`config.mk`:
```
export PLATFORM = sky130hd
export DESIGN_NAME = stopwatch_ctrl
export DESIGN_NICKNAME = d
export VERILOG_FILES = /design/src/rtl/stopwatch_ctrl_pkg.sv /design/src/rtl/stopwatch_ctrl_bcd_counter_60.sv /design/src/rtl/stopwatch_ctrl.sv
export SDC_FILE = /design/constraint.sdc
export NUM_CORES = 1
export LEC_CHECK = 0
export BUFFER_PORTS_ARGS = -buffer_cell sky130_fd_sc_hd__clkbuf_2
export CORE_ASPECT_RATIO = 1.25
export CORE_UTILIZATION = 40
export CTS_CLUSTER_SIZE = 28
export DETAILED_ROUTE_END_ITERATION = 8
export PLACE_DENSITY_LB_ADDON = 0.25
export SYNTH_ARGS = -nofsm -noshare
export SYNTH_HDL_FRONTEND = slang
export SYNTH_SLANG_ARGS = --single-unit
```
`constraint.sdc`:
```
create_clock -name clock -period 2.68 [get_ports clock]
set_clock_uncertainty 0.2 [all_clocks]
set_input_delay 0.536 -clock clock [delete_from_list [all_inputs] [get_ports clock]]
set_output_delay 0.536 -clock clock [all_outputs]
set_load 0.005 [all_outputs]
```
`src/rtl/stopwatch_ctrl_pkg.sv`:
```
// Shared definitions for the stopwatch control block: FSM state encoding and
// the BCD digit limits of the 00-59 seconds counter.
package stopwatch_ctrl_pkg;

    typedef enum logic [1:0] {
        IDLE  = 2'd0,
        RUN   = 2'd1,
        PAUSE = 2'd2,
        LAP   = 2'd3
    } state_t;

    localparam logic [3:0] ONES_MAX = 4'd9;
    localparam logic [3:0] TENS_MAX = 4'd5;

endpackage

```
`src/rtl/stopwatch_ctrl_bcd_counter_60.sv`:
```
// Live mod-60 two-digit BCD counter. wrap pulses for the one cycle that
// follows the 59->00 step; clr takes priority over en.
module bcd_counter_60
    import stopwatch_ctrl_pkg::*;
(
    input  logic       clock,
    input  logic       reset,
    input  logic       en,
    input  logic       clr,
    output logic [3:0] ones,
    output logic [3:0] tens,
    output logic       wrap
);

    // NOTE: sequential state uses non-blocking assignments so every register
    // samples the pre-edge values, independent of statement order.
    always_ff @(posedge clock or posedge reset) begin
        if (reset) begin
            ones <= 4'd0;
            tens <= 4'd0;
            wrap <= 1'b0;
        end else begin
            wrap <= 1'b0;
            if (clr) begin
                ones <= 4'd0;
                tens <= 4'd0;
            end else if (en) begin
                if (ones == ONES_MAX) begin
                    ones <= 4'd0;
                    if (tens == TENS_MAX) begin
                        tens <= 4'd0;
                        wrap <= 1'b1;
                    end else begin
                        tens <= tens + 4'd1;
                    end
                end else begin
                    ones <= ones + 4'd1;
                end
            end
        end
    end

endmodule

```
`src/rtl/stopwatch_ctrl.sv`:
```
// Stopwatch sequencing: run/pause/lap/clear FSM, 1 Hz prescaler, lap register
// and display mux in front of the live BCD seconds counter.
module stopwatch_ctrl
    import stopwatch_ctrl_pkg::*;
#(
    parameter int TICK_DIV = 50_000_000
) (
    input  logic       clock,
    input  logic       reset,
    input  logic       btn_ss,
    input  logic       btn_lap,
    input  logic       btn_clr,
    output logic [3:0] disp_ones,
    output logic [3:0] disp_tens,
    output logic       running,
    output logic       lap_held,
    output logic       wrap
);

    localparam int PW = $clog2(TICK_DIV);
    localparam logic [PW-1:0] PRE_LAST = PW'(TICK_DIV - 1);

    state_t        state, next_state;
    logic [PW-1:0] prescaler;
    logic [3:0]    cnt_ones, cnt_tens;
    logic [3:0]    lap_ones, lap_tens;
    logic          active, step, lap_capture, cnt_clr;

    assign active = (state == RUN) || (state == LAP);
    assign step   = active && (prescaler == PRE_LAST);

    always_ff @(posedge clock or posedge reset) begin
        if (reset) state <= IDLE;
        else       state <= next_state;
    end

    // Priority clr > ss > lap, applied only among buttons legal in the state.
    // NOTE: every always_comb output gets a default first so no path leaves it
    // unassigned, which would otherwise infer a latch.
    always_comb begin
        next_state  = state;
        lap_capture = 1'b0;
        cnt_clr     = 1'b0;
        case (state)
            IDLE: begin
                if (btn_ss) next_state = RUN;
            end
            RUN: begin
                if (btn_ss) begin
                    next_state = PAUSE;
                end else if (btn_lap) begin
                    next_state  = LAP;
                    lap_capture = 1'b1;
                end
            end
            LAP: begin
                if (btn_ss)       next_state = PAUSE;
                else if (btn_lap) next_state = RUN;
            end
            PAUSE: begin
                if (btn_clr) begin
                    next_state = IDLE;
                    cnt_clr    = 1'b1;
                end else if (btn_ss) begin
                    next_state = RUN;
                end
            end
            default: next_state = IDLE;
        endcase
    end

    // Holds in PAUSE so a resume keeps the fractional second.
    always_ff @(posedge clock or posedge reset) begin
        if (reset) begin
            prescaler <= '0;
        end else if (active) begin
            prescaler <= (prescaler == PRE_LAST) ? '0 : prescaler + PW'(1);
        end else if (state == IDLE || cnt_clr) begin
            prescaler <= '0;
        end
    end

    // Captures the pre-step count even when the capture edge is a step edge.
    always_ff @(posedge clock or posedge reset) begin
        if (reset) begin
            lap_ones <= 4'd0;
            lap_tens <= 4'd0;
        end else if (lap_capture) begin
            lap_ones <= cnt_ones;
            lap_tens <= cnt_tens;
        end
    end

    bcd_counter_60 u_counter (
        .clock (clock),
        .reset (reset),
        .en    (step),
        .clr   (cnt_clr),
        .ones  (cnt_ones),
        .tens  (cnt_tens),
        .wrap  (wrap)
    );

    assign disp_ones = (state == LAP) ? lap_ones : cnt_ones;
    assign disp_tens = (state == LAP) ? lap_tens : cnt_tens;
    assign running   = active;
    assign lap_held  = (state == LAP);

endmodule

```
==> run_results.csv, run 1 <==
group,metric,value,unit
status,outcome,"completed",
synthesis,syn_area_per_cell,9.57,µm²
sta,max_freq,401,MHz
route,vias,1934,
cells_and_area,drive_gt1_frac,0.191,
cts,root_buffer,"clkbuf_8",
placed_design,port-buffer-count,15,
cells_and_area,final-instance-count-excl-fill,360,
cts,clockBufferDepth,2,
power,ir_worst_vdd,0.201,mV
route,ant_nets,0,
cts,cts_htree_levels,2,
cells_and_area,stdcell_area,2770,µm²
cts,cts_setup_buffers,0,
sta,finalMaxSlewViolations,0,
floorplanning,num_rows,31,
global_route,grt_pass1_vias,1927,
cts,cts_tree,"built",
global_route,grt_first_pass_wirelength,8.85,mm
floorplanning,die_area,6540,µm²
setup_path,crit_path_max_fanout,8,
cts,cts_resized,0,
route,viasPerCell,5.37,
sta,post-route-min-period,2.49,ns
global_route,grt_max_degree,46,
cells_and_area,fin_nets,288,
synthesis,syn_inst,260,
cells_and_area,syn2layout_area_growth,11.1,%
global_route,track_usage,0.170,
power,powerDensity,605,nW/µm²
placed_design,dp.cells,353,
floorplanning,die_w,72.6,µm
job,drv_cap,0,
placed_design,placed_cell_area,2680,µm²
route,dr.pass1.iters,4,
power,cellLeakagePower,1.20,nW
synthesis,yosysSeqAreaShare,0.452,
setup_path,critical_path_class,"register to register",
cts,cts_buffers,5,
setup_path,start_kind,"register",
floorplanning,die_h,90.2,µm
placed_design,globalplace.congestion,0.895,
cts,cts.hold.buffers_added,0,
cells_and_area,layout_commonest_cell,"dfrtp_1",
setup_path,reg2reg_depth,5,
sta,relSlewSlack,0.590,
synthesis,synth_fp_nets,270,
route,drt_iter0_drc,117,
synthesis,ys_types,45,
route,drt_drc_violations_left,0,
cells_and_area,n_antenna_cell,0,
sta,worst_pin_slew,0.613,ns
synthesis,yosysWarnings,0,
route,wire_per_inst,13.8,µm
global_route,grt_overflow,0,
sta,setup_tns,0,ns
sta,post-route-period-util,0.930,
sta,rsz0062_at_grt,"false",
cts,cts.sinks,45,
setup_path,crit_path_end_kind,"register",
min_path,hold_path.class,"primary input to asynchronous set/reset pin",
synthesis,syn_area,2490,µm²
sta,setup_violations,0,
floorplanning,placeableCoreArea,5900,µm²
cells_and_area,final_cell_mix,"dfrtp_1, nand2_1, o21ai_0, clkbuf_2",
floorplanning,start_util,0.422,
setup_path,crit_arrival,2.51,ns
sta,hold_violations,0,
floorplanning,io_pins,16,
placed_design,dp_hpwl,3.41,mm
global_route,antenna_found_initial,0,
synthesis,synth_seq_cells,45,
setup_path,cp.required,2.70,ns
cts,clk_pin_slew,0.08,ns
cts,insertion_delay,0.29,ns
route,drt-total-wl,4.97,mm
[where the power goes]
group	internal [mW]	total [mW]	switching (mW)
clock network	0.205	0.427	0.222
logic	0.174	0.431	0.256
registers	0.755	0.815	0.0593
total	1.13	1.67	0.538
[cell families (layout without fill, tap and decap cells)]
| kind of cell | Yosys count | after routing | share of synthesized area |
|---|---|---|---|
| xor gates and xnor gates | 18 | 18 | 0.0633 |
| DFF | 45 | 45 | 0.452 |
| and+or+nand+nor | 110 | 110 | 0.248 |
| adders and majority gates | 5 | 5 | 0.0251 |
| buffers and inverters | 19 | 37 | 0.0352 |
| muxes | 15 | 15 | 0.0674 |
| AOI/OAI and AO/OA | 48 | 48 | 0.109 |
[synthesized netlist by cell type (all sizes together)]
cell | n | area share
a21bo | 1 | 0.0040
a21boi | 1 | 0.0030
a21oi | 9 | 0.018
a22o | 2 | 0.0070
a2bb2oi | 1 | 0.0035
and3 | 3 | 0.0075
and3b | 3 | 0.011
and4 | 2 | 0.0075
buf | 3 | 0.011
clkbuf | 8 | 0.013
dfrtp | 45 | 0.45
ha | 5 | 0.025
inv | 8 | 0.012
mux2 | 14 | 0.063
mux2i | 1 | 0.0040
nand2 | 39 | 0.059
nand2b | 1 | 0.0025
nand3 | 15 | 0.032
nand3b | 1 | 0.0030
nand4 | 9 | 0.025
nor2 | 8 | 0.012
nor2b | 6 | 0.015
nor3 | 2 | 0.0040
nor3b | 2 | 0.0080
nor4 | 5 | 0.019
o211ai | 3 | 0.0090
o21ai | 29 | 0.058
o22ai | 1 | 0.0025
o31ai | 1 | 0.0030
or2 | 2 | 0.0050
or3 | 7 | 0.018
or4 | 2 | 0.0060
or4b | 2 | 0.0096
or4bb | 1 | 0.0045
xnor2 | 5 | 0.018
xor2 | 13 | 0.046
[metrics by stage]
| stage | setup WS (ns) | total power, mW | hold slack (ns) | util |
|---|---|---|---|---|
| finish | 0.188 | 1.67 | 0.0274 | 0.469 |
| global route | 0.0671 | 1.78 | 0.0767 | 0.469 |
| CTS | 0.178 | 1.69 | 0.0623 | 0.469 |
| detailed placement | 0.194 | 1.27 | 0.292 | 0.454 |
| global placement | 0.282 | 1.26 | 0.285 | 0.454 |
| floorplan | 0.337 | 1.14 | 0.272 | - |
[path summary, 6_finish.rpt]
| check | startpoint | to | slack, ns |
|---|---|---|---|
| min reg2reg | prescaler[3] | prescaler[3] | 0.30 |
| max reg2reg | prescaler[7] | u_counter.tens[1] | 0.19 |
| max in group asynchronous | reset | prescaler[16] | 2.01 |
| min in group clock | prescaler[3] | prescaler[3] | 0.30 |
| min | reset | prescaler[17] | 0.03 |
| max | prescaler[7] | u_counter.tens[1] | 0.19 |
[flip-flops by register name, summed over array words and instances, names as in the netlist]
register / flops
prescaler: 26
lap_ones: 4
lap_tens: 4
u_counter.ones: 4
u_counter.tens: 4
state: 2
u_counter.wrap: 1
[layer usage]
metal / GRT usage / up-vias / share of wire
met5: 0 / - / 0
met4: 0.0637 / 0 / 0.015
met3: 0.0280 / 9 / 0.022
met2: 0.294 / 24 / 0.50
met1: 0.208 / 943 / 0.46
li1: - / 958 / -
[worst max-delay path, cell delays in order, from the launching register on]
cell and delay (ns):
dfrtp_1 0.45, or4b_4 0.55, nor4_4 0.40, nand4_2 0.25
or3_1 0.40, a21oi_1 0.16
[area by class of cell]
class	instances	area, µm²
Tap cell	82	103
Timing Repair Buffer	22	140
Fill cell	587	3130
Inverter	8	30.0
Sequential cell	45	1130
Clock buffer	7	86.3
Multi-Input combinational cell	196	1280
Power figures use the tool's default switching activity.
==> inputs of run 2 (changes only) <==
--- a/config.mk
+++ b/config.mk
@@ -7,7 +7,7 @@
 export LEC_CHECK = 0
 export BUFFER_PORTS_ARGS = -buffer_cell sky130_fd_sc_hd__clkbuf_2
 export CORE_ASPECT_RATIO = 1.25
-export CORE_UTILIZATION = 40
+export CORE_UTILIZATION = 60
 export CTS_CLUSTER_SIZE = 28
 export DETAILED_ROUTE_END_ITERATION = 8
 export PLACE_DENSITY_LB_ADDON = 0.25
==> run_results.csv, run 2 (synthesized netlist as in run 1, its figures left out) <==
group,metric,value,unit
cells_and_area,fin_nets,288,
power,cellLeakagePower,1.21,nW
route,drt_drc_violations_left,0,
sta,setup_tns,0,ns
floorplanning,io_pins,16,
sta,post-route-min-period,2.48,ns
sta,whs,0.141,ns
route,viasPerCell,5.72,
cells_and_area,syn2layout_area_growth,9.80,%
cts,clk_pin_slew,0.08,ns
global_route,grt_overflow,0,
cts,root_buffer,"clkbuf_8",
placed_design,globalplace.congestion,0.795,
floorplanning,die_h,74.0,µm
sta,relSlewSlack,0.578,
setup_path,reg2reg_depth,5,
setup_path,timing.rr.start,"prescaler[16]",
setup_path,cp.required,2.71,ns
setup_path,rrSetupSlack,0.20,ns
setup_path,crit_path_max_fanout,8,
setup_path,cp_slowest_cell,"or4b_1",
setup_path,crit_arrival,2.51,ns
floorplanning,num_rows,25,
route,vias,1905,
cells_and_area,final_cell_mix,"dfrtp_1, nand2_1, o21ai_0, clkbuf_2",
cts,cts.hold.buffers_added,0,
cells_and_area,drive_gt1_frac,0.194,
cts,cts_resized,0,
floorplanning,placeableCoreArea,3880,µm²
cells_and_area,n_antenna_cell,0,
global_route,grt_max_degree,46,
floorplanning,die_w,59.6,µm
route,drt_iter0_drc,83,
sta,post-route-period-util,0.926,
sta,worst_pin_slew,0.631,ns
setup_path,max_stage_delay,0.59,ns
power,power.total,1.70,mW
placed_design,pre_cts_ws,0.234,ns
cts,cts_buffers,5,
global_route,track_usage,0.251,
placed_design,dp_hpwl,3.26,mm
cts,cts_setup_buffers,0,
global_route,grt_first_pass_wirelength,8.27,mm
cts,insertion_delay,0.30,ns
setup_path,start_kind,"register",
cells_and_area,top_register,"prescaler",
setup_path,r2r_end,"u_counter.tens[1]",
cts,cts_tree,"built",
power,ir_worst_vdd,0.332,mV
setup_path,path_cells,"or4b_1 > nor4_4 > nand4_2 > or3_1 > a21oi_1",
route,dr.pass1.iters,4,
sta,hold_violations,0,
route,ant_nets,0,
global_route,grt_pass1_vias,1845,
placed_design,port-buffer-count,15,
route,drt-total-wl,4.83,mm
cts,cts_htree_levels,2,
cts,cts.sinks,45,
status,outcome,"completed",
floorplanning,die_area,4410,µm²
power,powerDensity,621,nW/µm²
setup_path,crit_path_end_kind,"register",
sta,finalMaxSlewViolations,0,
global_route,antenna_found_initial,0,
sta,setup_violations,0,
sta,rsz0062_at_grt,"false",
setup_path,critical_path_class,"register to register",
route,wire_per_inst,14.5,µm
sta,setup_slack,0.199,ns
floorplanning,start_util,0.642,
min_path,hold_path.class,"primary input to asynchronous set/reset pin",
job,drv_cap,0,
cts,clockBufferDepth,2,
sta,max_freq,403,MHz
cells_and_area,layout_commonest_cell,"dfrtp_1",
cells_and_area,largest_reg_flops,26,
[run 2: worst max-delay path: cells and delay by family (launching register included)]
family,cells,cell delay (ns)
simple gates,4,1.60
flops,1,0.45
compound gates,1,0.15
[run 2: cell type report]
class	instances	area (µm²)
multi-input combinational	196	1280
fill	311	1150
sequential	45	1130
timing repair buffer	22	128
clock buffer	7	96.3
tap	54	67.6
inverter	8	30.0
clock inverter	1	5.00
[run 2: power breakdown]
group	internal, mW	switching [mW]	total [mW]	leakage (nW)
Clock	0.233	0.222	0.455	0.0542
Combinational	0.172	0.253	0.425	0.531
Sequential	0.755	0.0618	0.817	0.621
[run 2: worst max-delay path by stage]
stage / from / end / cells after the start
6_report: prescaler[16] / u_counter.tens[1] / 5
5_1_grt: prescaler[7] / u_counter.tens[0] / 5
4_1_cts: prescaler[7] / u_counter.tens[1] / 5
3_5_place_dp: prescaler[16] / u_counter.tens[1] / 5
3_3_place_gp: prescaler[16] / u_counter.tens[1] / 5
2_1_floorplan: prescaler[7] / u_counter.tens[0] / 6
[run 2: per-stage QoR]
stage,util,cell area (µm²),std cells
3_5_place_dp,0.678,2630,325
6_report,0.705,2730,333
3_3_place_gp,0.678,2630,325
5_1_grt,0.705,2730,333
4_1_cts,0.705,2730,333
2_1_floorplan,-,2490,260
[run 2: metal layers]
layer  vias up  share of wire  global-route usage
met5         -              0                   0
met3         6          0.027              0.0487
li1        956              -                   -
met1       915           0.46               0.324
met2        28           0.50               0.421
met4         0          0.015              0.0930
==> inputs of run 3 (changes only) <==
--- a/config.mk
+++ b/config.mk
@@ -6,11 +6,13 @@
 export NUM_CORES = 1
 export LEC_CHECK = 0
 export BUFFER_PORTS_ARGS = -buffer_cell sky130_fd_sc_hd__clkbuf_2
+export CELL_PAD_IN_SITES_DETAIL_PLACEMENT = 2
+export CELL_PAD_IN_SITES_GLOBAL_PLACEMENT = 2
 export CORE_ASPECT_RATIO = 1.25
-export CORE_UTILIZATION = 60
+export CORE_UTILIZATION = 38
 export CTS_CLUSTER_SIZE = 28
 export DETAILED_ROUTE_END_ITERATION = 8
-export PLACE_DENSITY_LB_ADDON = 0.25
+export PLACE_DENSITY_LB_ADDON = 0.1
 export SYNTH_ARGS = -nofsm -noshare
 export SYNTH_HDL_FRONTEND = slang
 export SYNTH_SLANG_ARGS = --single-unit
==> run_results.csv, run 3 (synthesized netlist as in run 1, its figures left out) <==
group,metric,value,unit
sta,setup_tns,0,ns
setup_path,r2r_end,"u_counter.tens[0]",
route,ant_nets,0,
sta,max_freq,396,MHz
global_route,track_usage,0.203,
cts,cts.hold.buffers_added,0,
cts,cts_buffers,5,
global_route,grt_pass1_vias,2174,
setup_path,reg2reg_depth,5,
min_path,hold_path.class,"primary input to asynchronous set/reset pin",
global_route,grt_max_degree,46,
status,outcome,"completed",
global_route,antenna_found_initial,0,
sta,hold_violations,0,
cts,cts_setup_buffers,0,
setup_path,cp-endpoint,"u_counter.tens[0]",
floorplanning,die_area,6880,µm²
sta,post-route-min-period,2.52,ns
floorplanning,start_util,0.398,
cts,cts_htree_levels,2,
power,powerDensity,628,nW/µm²
setup_path,critical_path_class,"register to register",
sta,setup_violations,0,
cells_and_area,largest_reg_flops,26,
cts,clockBufferDepth,2,
global_route,grt_first_pass_wirelength,10.6,mm
placed_design,dp_hpwl,4.46,mm
cts,cts_tree,"built",
sta,finalMaxSlewViolations,0,
sta,worst_pin_slew,0.684,ns
route,drt_iter0_drc,62,
cells_and_area,drive_gt1_frac,0.208,
cts,insertion_delay,0.30,ns
placed_design,globalplace.congestion,0.738,
route,drt_drc_violations_left,0,
floorplanning,die_h,92.5,µm
power,ir_worst_vdd,0.252,mV
floorplanning,die_w,74.4,µm
setup_path,crit_path_end_kind,"register",
setup_path,cp_slowest_cell,"or4b_1",
setup_path,cp.depth,5,
cts,cts_resized,0,
cts,clk_pin_slew,0.09,ns
cts,cts.sinks,45,
route,drt-total-wl,6.29,mm
global_route,grt_overflow,0,
setup_path,rrSetupSlack,0.16,ns
floorplanning,num_rows,32,
route,wire_per_inst,17.1,µm
setup_path,timing.rr.start,"prescaler[16]",
cells_and_area,fill_cells,709,
power,cellLeakagePower,1.23,nW
cells_and_area,top_register,"prescaler",
cells_and_area,final_cell_mix,"dfrtp_1, nand2_1, o21ai_0, clkbuf_2",
setup_path,critPathTopFamily,"simple AND/OR/NAND/NOR gates",
route,vias,1995,
setup_path,crit_path_max_fanout,8,
floorplanning,placeableCoreArea,6250,µm²
floorplanning,io_pins,16,
placed_design,port-buffer-count,15,
setup_path,max_stage_delay,0.61,ns
cells_and_area,layout_commonest_cell,"dfrtp_1",
setup_path,start_kind,"register",
power,power.total,1.76,mW
route,dr.pass1.iters,4,
sta,rsz0062_at_grt,"false",
setup_path,startpoint,"prescaler[16]",
cells_and_area,fin_nets,292,
cts,root_buffer,"clkbuf_8",
cells_and_area,n_antenna_cell,0,
sta,relSlewSlack,0.543,
cells_and_area,syn2layout_area_growth,12.6,%
setup_path,cp.required,2.72,ns
setup_path,crit_arrival,2.56,ns
route,viasPerCell,5.42,
setup_path,cp_num_buf_inv,0,
sta,post-route-period-util,0.942,
setup_path,path_cells,"or4b_1 > nor4_4 > nand4_2 > or3_1 > a21oi_1",
job,drv_cap,0,
[run 3: cell types whose count changed in the layout (fill, tap and decap cells not counted), sizes merged]
cell | previous run | this run
inv | 7 | 8
buf | 7 | 11
clkinv | 2 | 1
[run 3: layer usage]
layer,wire [µm],vias to the layer above,GRT usage
met3,123,7,0.0359
met4,74,0,0.0535
met1,2720,1011,0.232
met5,0,-,0
li1,-,957,-
met2,3380,20,0.376
[run 3: power by group]
| group | switching, mW | total [mW] | internal, mW | leakage, nW |
|---|---|---|---|---|
| clock | 0.242 | 0.475 | 0.234 | 0.0542 |
| sequential | 0.0637 | 0.819 | 0.755 | 0.621 |
| combinational | 0.274 | 0.465 | 0.191 | 0.554 |
| total | 0.579 | 1.76 | 1.18 | 1.23 |
[run 3: area by class of cell]
type / count / area, µm² / share of cell area
Timing Repair Buffer: 26 / 158 / 0.0563
Inverter: 8 / 30.0 / 0.0107
Tap cell: 85 / 106 / 0.0380
Sequential cell: 45 / 1130 / 0.402
Clock inverter: 1 / 5.00 / 0.00179
Multi-Input combinational cell: 196 / 1280 / 0.457
Clock buffer: 7 / 96.3 / 0.0344
[run 3: how the worst min path moves through the flow]
stage / cells after the start / to
after CTS: 3 / state[1]
after floorplan: 1 / prescaler[3]
after global routing: 3 / state[1]
after detailed placement: 1 / lap_ones[0]
after global placement: 1 / lap_ones[3]
final: 3 / state[1]
[run 3: through the flow]
step           setup WS (ns)  area, µm²  utilization  cells  hold WS [ns]
2_1_floorplan          0.337       2490            -    260         0.272
3_3_place_gp           0.241       2700        0.432    360         0.285
3_5_place_dp           0.181       2700        0.432    360         0.300
4_1_cts                0.160       2800        0.449    368         0.197
5_1_grt               0.0431       2800        0.449    368         0.218
6_report               0.157       2800        0.449    368         0.159
[run 3: worst register-to-register path: cells and delay by family (launching register included)]
family,cells,cell delay [ns]
and+or+nand+nor,4,1.65
DFF,1,0.46
AOI/OAI and AO/OA,1,0.15
